## src/rtl/button_conditioner.sv

```systemverilog
// button_conditioner: per-button synchroniser, debouncer and press/release/long-press pulse generator.
// Define BUTTON_AUTOREPEAT_EN to re-pulse btn_press every REPEAT_CYCLES after a long press.
module button_conditioner #(
  parameter int NUM_BTNS        = 3,
  parameter int DEBOUNCE_CYCLES = 1000000,
  parameter int HOLD_CYCLES     = 50000000,
  parameter int REPEAT_CYCLES   = 10000000,
  parameter bit ACTIVE_LOW_IN   = 1'b0
) (
  input  logic                clk,
  input  logic                rst_n,
  input  logic [NUM_BTNS-1:0] btn_raw,
  output logic [NUM_BTNS-1:0] btn_level,
  output logic [NUM_BTNS-1:0] btn_press,
  output logic [NUM_BTNS-1:0] btn_release,
  output logic [NUM_BTNS-1:0] btn_long
);
  localparam int DW = $clog2(DEBOUNCE_CYCLES + 1);
  localparam int HW = $clog2(HOLD_CYCLES + 1);
  localparam logic [DW-1:0] D_LAST = DW'(DEBOUNCE_CYCLES - 1);
  localparam logic [HW-1:0] H_SAT  = HW'(HOLD_CYCLES);
  localparam logic [HW-1:0] H_LAST = HW'(HOLD_CYCLES - 1);

  logic [NUM_BTNS-1:0] meta_q, sync_q;

  always_ff @(posedge clk or negedge rst_n)
    if (!rst_n) begin
      meta_q <= '0;
      sync_q <= '0;
    end else begin
      meta_q <= btn_raw ^ {NUM_BTNS{ACTIVE_LOW_IN}};
      sync_q <= meta_q;
    end

  for (genvar i = 0; i < NUM_BTNS; i++) begin : g_ch
    logic          lvl_q, lvl_d, press_q, press_d, rel_q, rel_d, long_q, long_d;
    logic          chg, done, rep;
    logic [DW-1:0] dcnt_q, dcnt_d;
    logic [HW-1:0] hcnt_q, hcnt_d;

    // hcnt parks at HOLD_CYCLES once btn_long has fired, so it fires once per press
    always_comb begin
      chg     = sync_q[i] != lvl_q;
      done    = chg && dcnt_q == D_LAST;
      lvl_d   = lvl_q ^ done;
      dcnt_d  = (chg && !done) ? dcnt_q + DW'(1) : '0;
      hcnt_d  = !lvl_q ? '0 : (hcnt_q == H_SAT ? H_SAT : hcnt_q + HW'(1));
      long_d  = lvl_q && hcnt_q == H_LAST;
      press_d = (lvl_d && !lvl_q) || rep;
      rel_d   = lvl_q && !lvl_d;
    end

`ifdef BUTTON_AUTOREPEAT_EN
    localparam int RW = $clog2(REPEAT_CYCLES + 1);
    localparam logic [RW-1:0] R_LAST = RW'(REPEAT_CYCLES - 1);
    logic [RW-1:0] rcnt_q, rcnt_d;

    // repeats are suppressed on the edge the level drops, so press never meets release
    always_comb begin
      rep    = lvl_q && lvl_d && hcnt_q == H_SAT && rcnt_q == R_LAST;
      rcnt_d = (lvl_q && lvl_d && hcnt_q == H_SAT && !rep) ? rcnt_q + RW'(1) : '0;
    end

    always_ff @(posedge clk or negedge rst_n)
      if (!rst_n) rcnt_q <= '0;
      else        rcnt_q <= rcnt_d;
`else
    logic unused_repeat;
    assign rep           = 1'b0;
    assign unused_repeat = ^REPEAT_CYCLES;
`endif

    always_ff @(posedge clk or negedge rst_n)
      if (!rst_n) begin
        lvl_q   <= 1'b0;
        dcnt_q  <= '0;
        hcnt_q  <= '0;
        press_q <= 1'b0;
        rel_q   <= 1'b0;
        long_q  <= 1'b0;
      end else begin
        lvl_q   <= lvl_d;
        dcnt_q  <= dcnt_d;
        hcnt_q  <= hcnt_d;
        press_q <= press_d;
        rel_q   <= rel_d;
        long_q  <= long_d;
      end

    assign btn_level[i]   = lvl_q;
    assign btn_press[i]   = press_q;
    assign btn_release[i] = rel_q;
    assign btn_long[i]    = long_q;
  end
endmodule

```

## config.mk

```make
export PLATFORM = sky130hd
export DESIGN_NAME = button_conditioner
export DESIGN_NICKNAME = d
export VERILOG_FILES = /design/src/rtl/button_conditioner.sv
export SDC_FILE = /design/constraint.sdc
export NUM_CORES = 1
export LEC_CHECK = 0
export CAP_MARGIN = 20
export CORE_MARGIN = 8
export CORE_UTILIZATION = 30
export DETAILED_ROUTE_END_ITERATION = 10
export GPL_ROUTABILITY_DRIVEN = 0
export PLACE_DENSITY = 0.55
export SLEW_MARGIN = 20
export SYNTH_ARGS = -nofsm -noshare
export SYNTH_HDL_FRONTEND = slang
export SYNTH_SLANG_ARGS = --single-unit
export TNS_END_PERCENT = 100
```

## constraint.sdc

```tcl
create_clock -name clk -period 6.9 [get_ports clk]
set_clock_uncertainty 0.2 [all_clocks]
set_input_delay 2.07 -clock clk [delete_from_list [all_inputs] [get_ports clk]]
set_output_delay 2.07 -clock clk [all_outputs]
set_load 0.05 [all_outputs]
```

# Yosys cells after proc, flatten, opt, wreduce, memory -nomap -nowiden
# Cells that the tools add are included.
# Widths: inputs -> output; s select.
# op_classes
n_addsub	6
n_eq_ne	12
n_mux	9
bitwise	3
reduce_logical	24
# ops
op	n
$eq 26x26->1 const B	6
$mux 26	6
$add 26x1->26 const B	3
$add 20x1->20 const B	3
$eq 20x20->1 const B	3
$mux 20	3
$logic_and 1x1->1	15
$logic_not 1->1	9
$ne 1x1->1	3
$xor 1x1->1	3
# word_totals
register_bits	156
input_bits	5
output_inout_bits	12
word_cells	74

# Longest topological paths before layout
# depth
ltp_word	5
mapped_depth	7
mapped_depth_nobuf	6

# Worst setup path after synthesis
# OpenSTA, ideal clock, no wires.
# synth_timing
path_kind	register to output
from	reg g_ch[1].lvl_q
to	out btn_level[1]
t_arrival_ps	667
required_time_ps	4630
path_slack_ps	3963
stages_incl_launch_ff	2
n_path_buf	1
cell_sequence	dfrtp_1 > buf_4
# synth_lines
item	line	text
start: declaration	36	logic lvl_q, lvl_d, press_q, press_d, rel_q, rel_d, long_q, long_d;
start signal: assignment	82	lvl_q <= lvl_d;
end: declaration	13	output logic [NUM_BTNS-1:0] btn_level,
# No word-level cell between the ends.

# Final worst setup path
# layout_timing
from	reg g_ch[0].lvl_q
to	out btn_level[0]
# layout_lines
item	line
start: declaration	36
start signal: assignment	82
# No word-level cell between the ends.

==> impl_metrics.tcl <==
set metrics [dict create \
    num_rows 59 \
    grt_pass1_wl_um 28600 \
    coreArea_sq_mm 0.0260 \
    cp_max_fo 13 \
    cts-resized-gates 0 \
    cts_tree "yes" \
    arrival_ns 1.92 \
    period_needed_ns 4.19 \
    max_slew.worst_pin.slew_ns 0.997 \
    via_per_inst 5.07 \
    area_growth_syn_to_layout_pct 13.0 \
    start_util_pct 30.5 \
    io_buffers 16 \
    seqCellArea_sq_mm 0.00390 \
    clock_latency_ns 0.43 \
    critPathBufInv 1 \
    ctsHoldBuffers 0 \
    post-route-util_pct 34.5 \
    p_leak_nw 3.33 \
    antenna_found_initial 0 \
    cts_num_sinks 156 \
    synth-edff-count 0 \
    drt_first_pass_iters 4 \
    peakVddDrop_v 0.000173 \
    cts_buffers 17 \
    syn_inst 815 \
    drtAntennaViolNets 0 \
    wl_per_cell_um 13.9 \
    outcome "complete, no violations" \
    ys_async_sr_fraction_pct 100 \
    grt_overflow 0 \
    p_total_mw 1.90 \
    cts-root-buf "clkbuf_16" \
    drt-initial-drc-count 358 \
    rsz0062_at_grt "false" \
    vias 5907 \
    drv_cap 0 \
    multiInputGateArea_sq_mm 0.00374 \
    cts_buffer_depth 2 \
    hpwl_um 10800 \
    relSlewSlack_pct 33.3 \
    fill_cells 2642 \
    slew_viol_final 0 \
    ys_types 51 \
    cp_top_family "buffers and inverters" \
    drive_gt1_share_pct 6.38 \
    first_global_vias 5926 \
    die_w_um 179 \
    cp-end-kind "output port" \
    drcViolationCount 0 \
    grt_max_degree 75 \
    max_stage_delay_ns 0.89 \
    yosys_warnings 0 \
    required_ns 4.63 \
    min_path_type "reg2reg" \
    final.setup.tns_ns 0 \
    antenna_cells 0 \
    cts.htree.levels 4 \
    hold_viol_final 0 \
    nets 832 \
    syn_nets 829 \
    fin_crit_sh_pct 60.8 \
    io_pins 17 \
    die_h_um 179 \
    cpMaxStageDelayCell "clkdlybuf4s50_1" \
    clk_pin_slew_ns 0.07 \
    grt_usage_pct 10.8 \
    ys_ff_latch 156 \
    worstSetupStartpointType "flip-flop" \
    synth_top_flop_cell "dfrtp_1" \
    ys_seq_area_share_pct 49.3 \
    p_per_area_mw_per_mm2 212 \
    die-area_sq_mm 0.0319 \
    setup_violations 0 \
    avgSynthCellArea_sq_um 9.73 \
    max_freq_ghz 0.238 \
    post_cts.repair.setup_buffers 0 \
    path_cells "clkdlybuf4s50_1" \
    critical_path_class "reg2out" \
    synth_area_sq_mm 0.00793 \
    drt-total-wl_um 16200 \
]
## power by group
part / leakage, nW / internal [mW] / total, mW / switching, mW
Clock: 0.288 / 0.488 / 0.934 / 0.447
Sequential: 2.16 / 0.920 / 0.926 / 0.00646
Combinational: 0.880 / 0.00910 / 0.0367 / 0.0276
## per-stage QoR
stage	std cells	setup slack, ns	cell area, sq um	hold slack, ns
after floorplan	815	3.96	7930	0.131
after global placement	1134	3.17	8360	0.134
after detailed placement	1134	3.15	8360	0.136
after CTS	1166	2.68	8960	0.153
after global routing	1166	2.62	8960	0.159
final	1166	2.71	8960	0.150
## kinds of logic (layout without fill, tap and decap cells)
kind of cell	Yosys count	count (layout)	share of synthesized area, %
simple gates	407	407	28.3
flops	156	156	49.3
compound gates	96	96	7.73
xor+xnor	77	77	8.51
buf+inv	61	77	3.60
fa+ha+maj	9	9	1.42
mux	9	9	1.18
## synthesized netlist by cell type (23+ instances only)
cell type  instances  area, sq um
dfrtp_1          156         3900
xor2_1            37          324
and3_1            23          144
nor2_1            91          342
nand3_1           49          245
nand2_1           57          214
xnor2_1           40          350
nor4_1            25          156
a21oi_1           44          220
nand4_1           41          257
or4_1             27          203
or3_1             25          156
## cell type report
class,instances,share of cell area (%)
clock inverter,15,1.96
inverter,22,0.922
clock buffer,17,4.75
multi-input combinational,598,41.7
sequential,156,43.6
timing repair buffer,23,2.39
tap,335,4.68
## sequential cells by signal (all words and copies together) (netlist names)
name / count
g_ch.press_q: 3
sync_q: 3
g_ch.rel_q: 3
g_ch.dcnt_q: 60
g_ch.long_q: 3
meta_q: 3
g_ch.hcnt_q: 78
g_ch.lvl_q: 3
## metal layers
| layer | track usage, % | share of wire, % | up-vias |
|---|---|---|---|
| li1 | - | - | 2957 |
| met1 | 14.2 | 51 | 2881 |
| met2 | 17.3 | 45 | 58 |
| met3 | 3.03 | 3.2 | 11 |
| met4 | 2.76 | 0.92 | 0 |
| met5 | 0 | 0 | - |
## worst paths after layout
check / startpoint / to / slack, ns / depth (start not counted)
setup / recovery: g_ch[0].lvl_q$_DFF_PN0_ / btn_level[0] / 2.71 / 1
hold / removal: meta_q[0]$_DFF_PN0_ / sync_q[0]$_DFF_PN0_ / 0.15 / 0
setup reg to reg: g_ch[1].dcnt_q[1]$_DFF_PN0_ / g_ch[1].dcnt_q[5]$_DFF_PN0_ / 4.34 / 5
hold reg to reg: meta_q[0]$_DFF_PN0_ / sync_q[0]$_DFF_PN0_ / 0.15 / 0
max in group asynchronous: rst_n / g_ch[2].dcnt_q[4]$_DFF_PN0_ / 3.88 / 2
min in group asynchronous: rst_n / g_ch[2].dcnt_q[13]$_DFF_PN0_ / 1.47 / 1
## placed cells by master (no fill, tap or decap), types with 3 or more instances in the layout
cell             instances
nand3_1                 49
inv_1                   21
nor4_1                  25
xor2_1                  37
a21oi_1                 44
o31ai_1                 21
nand2b_1                 8
nand2_1                 57
buf_4                    7
or4_1                   27
nor4b_1                  5
and4_1                  14
nand4b_1                 6
inv_8                    3
clkinv_8                 5
dfrtp_1                156
o21ai_0                 20
nor3_1                  15
xnor2_1                 40
nor3b_1                  4
mux2i_1                  6
nand4_1                 41
inv_6                    3
nor2_1                  91
or2_1                    3
clkinv_4                 3
clkdlybuf4s50_1         15
and2_1                   3
ha_1                     9
clkbuf_16               17
or3_1                   25
and3_1                  23
(Power assumes the default switching activity.)
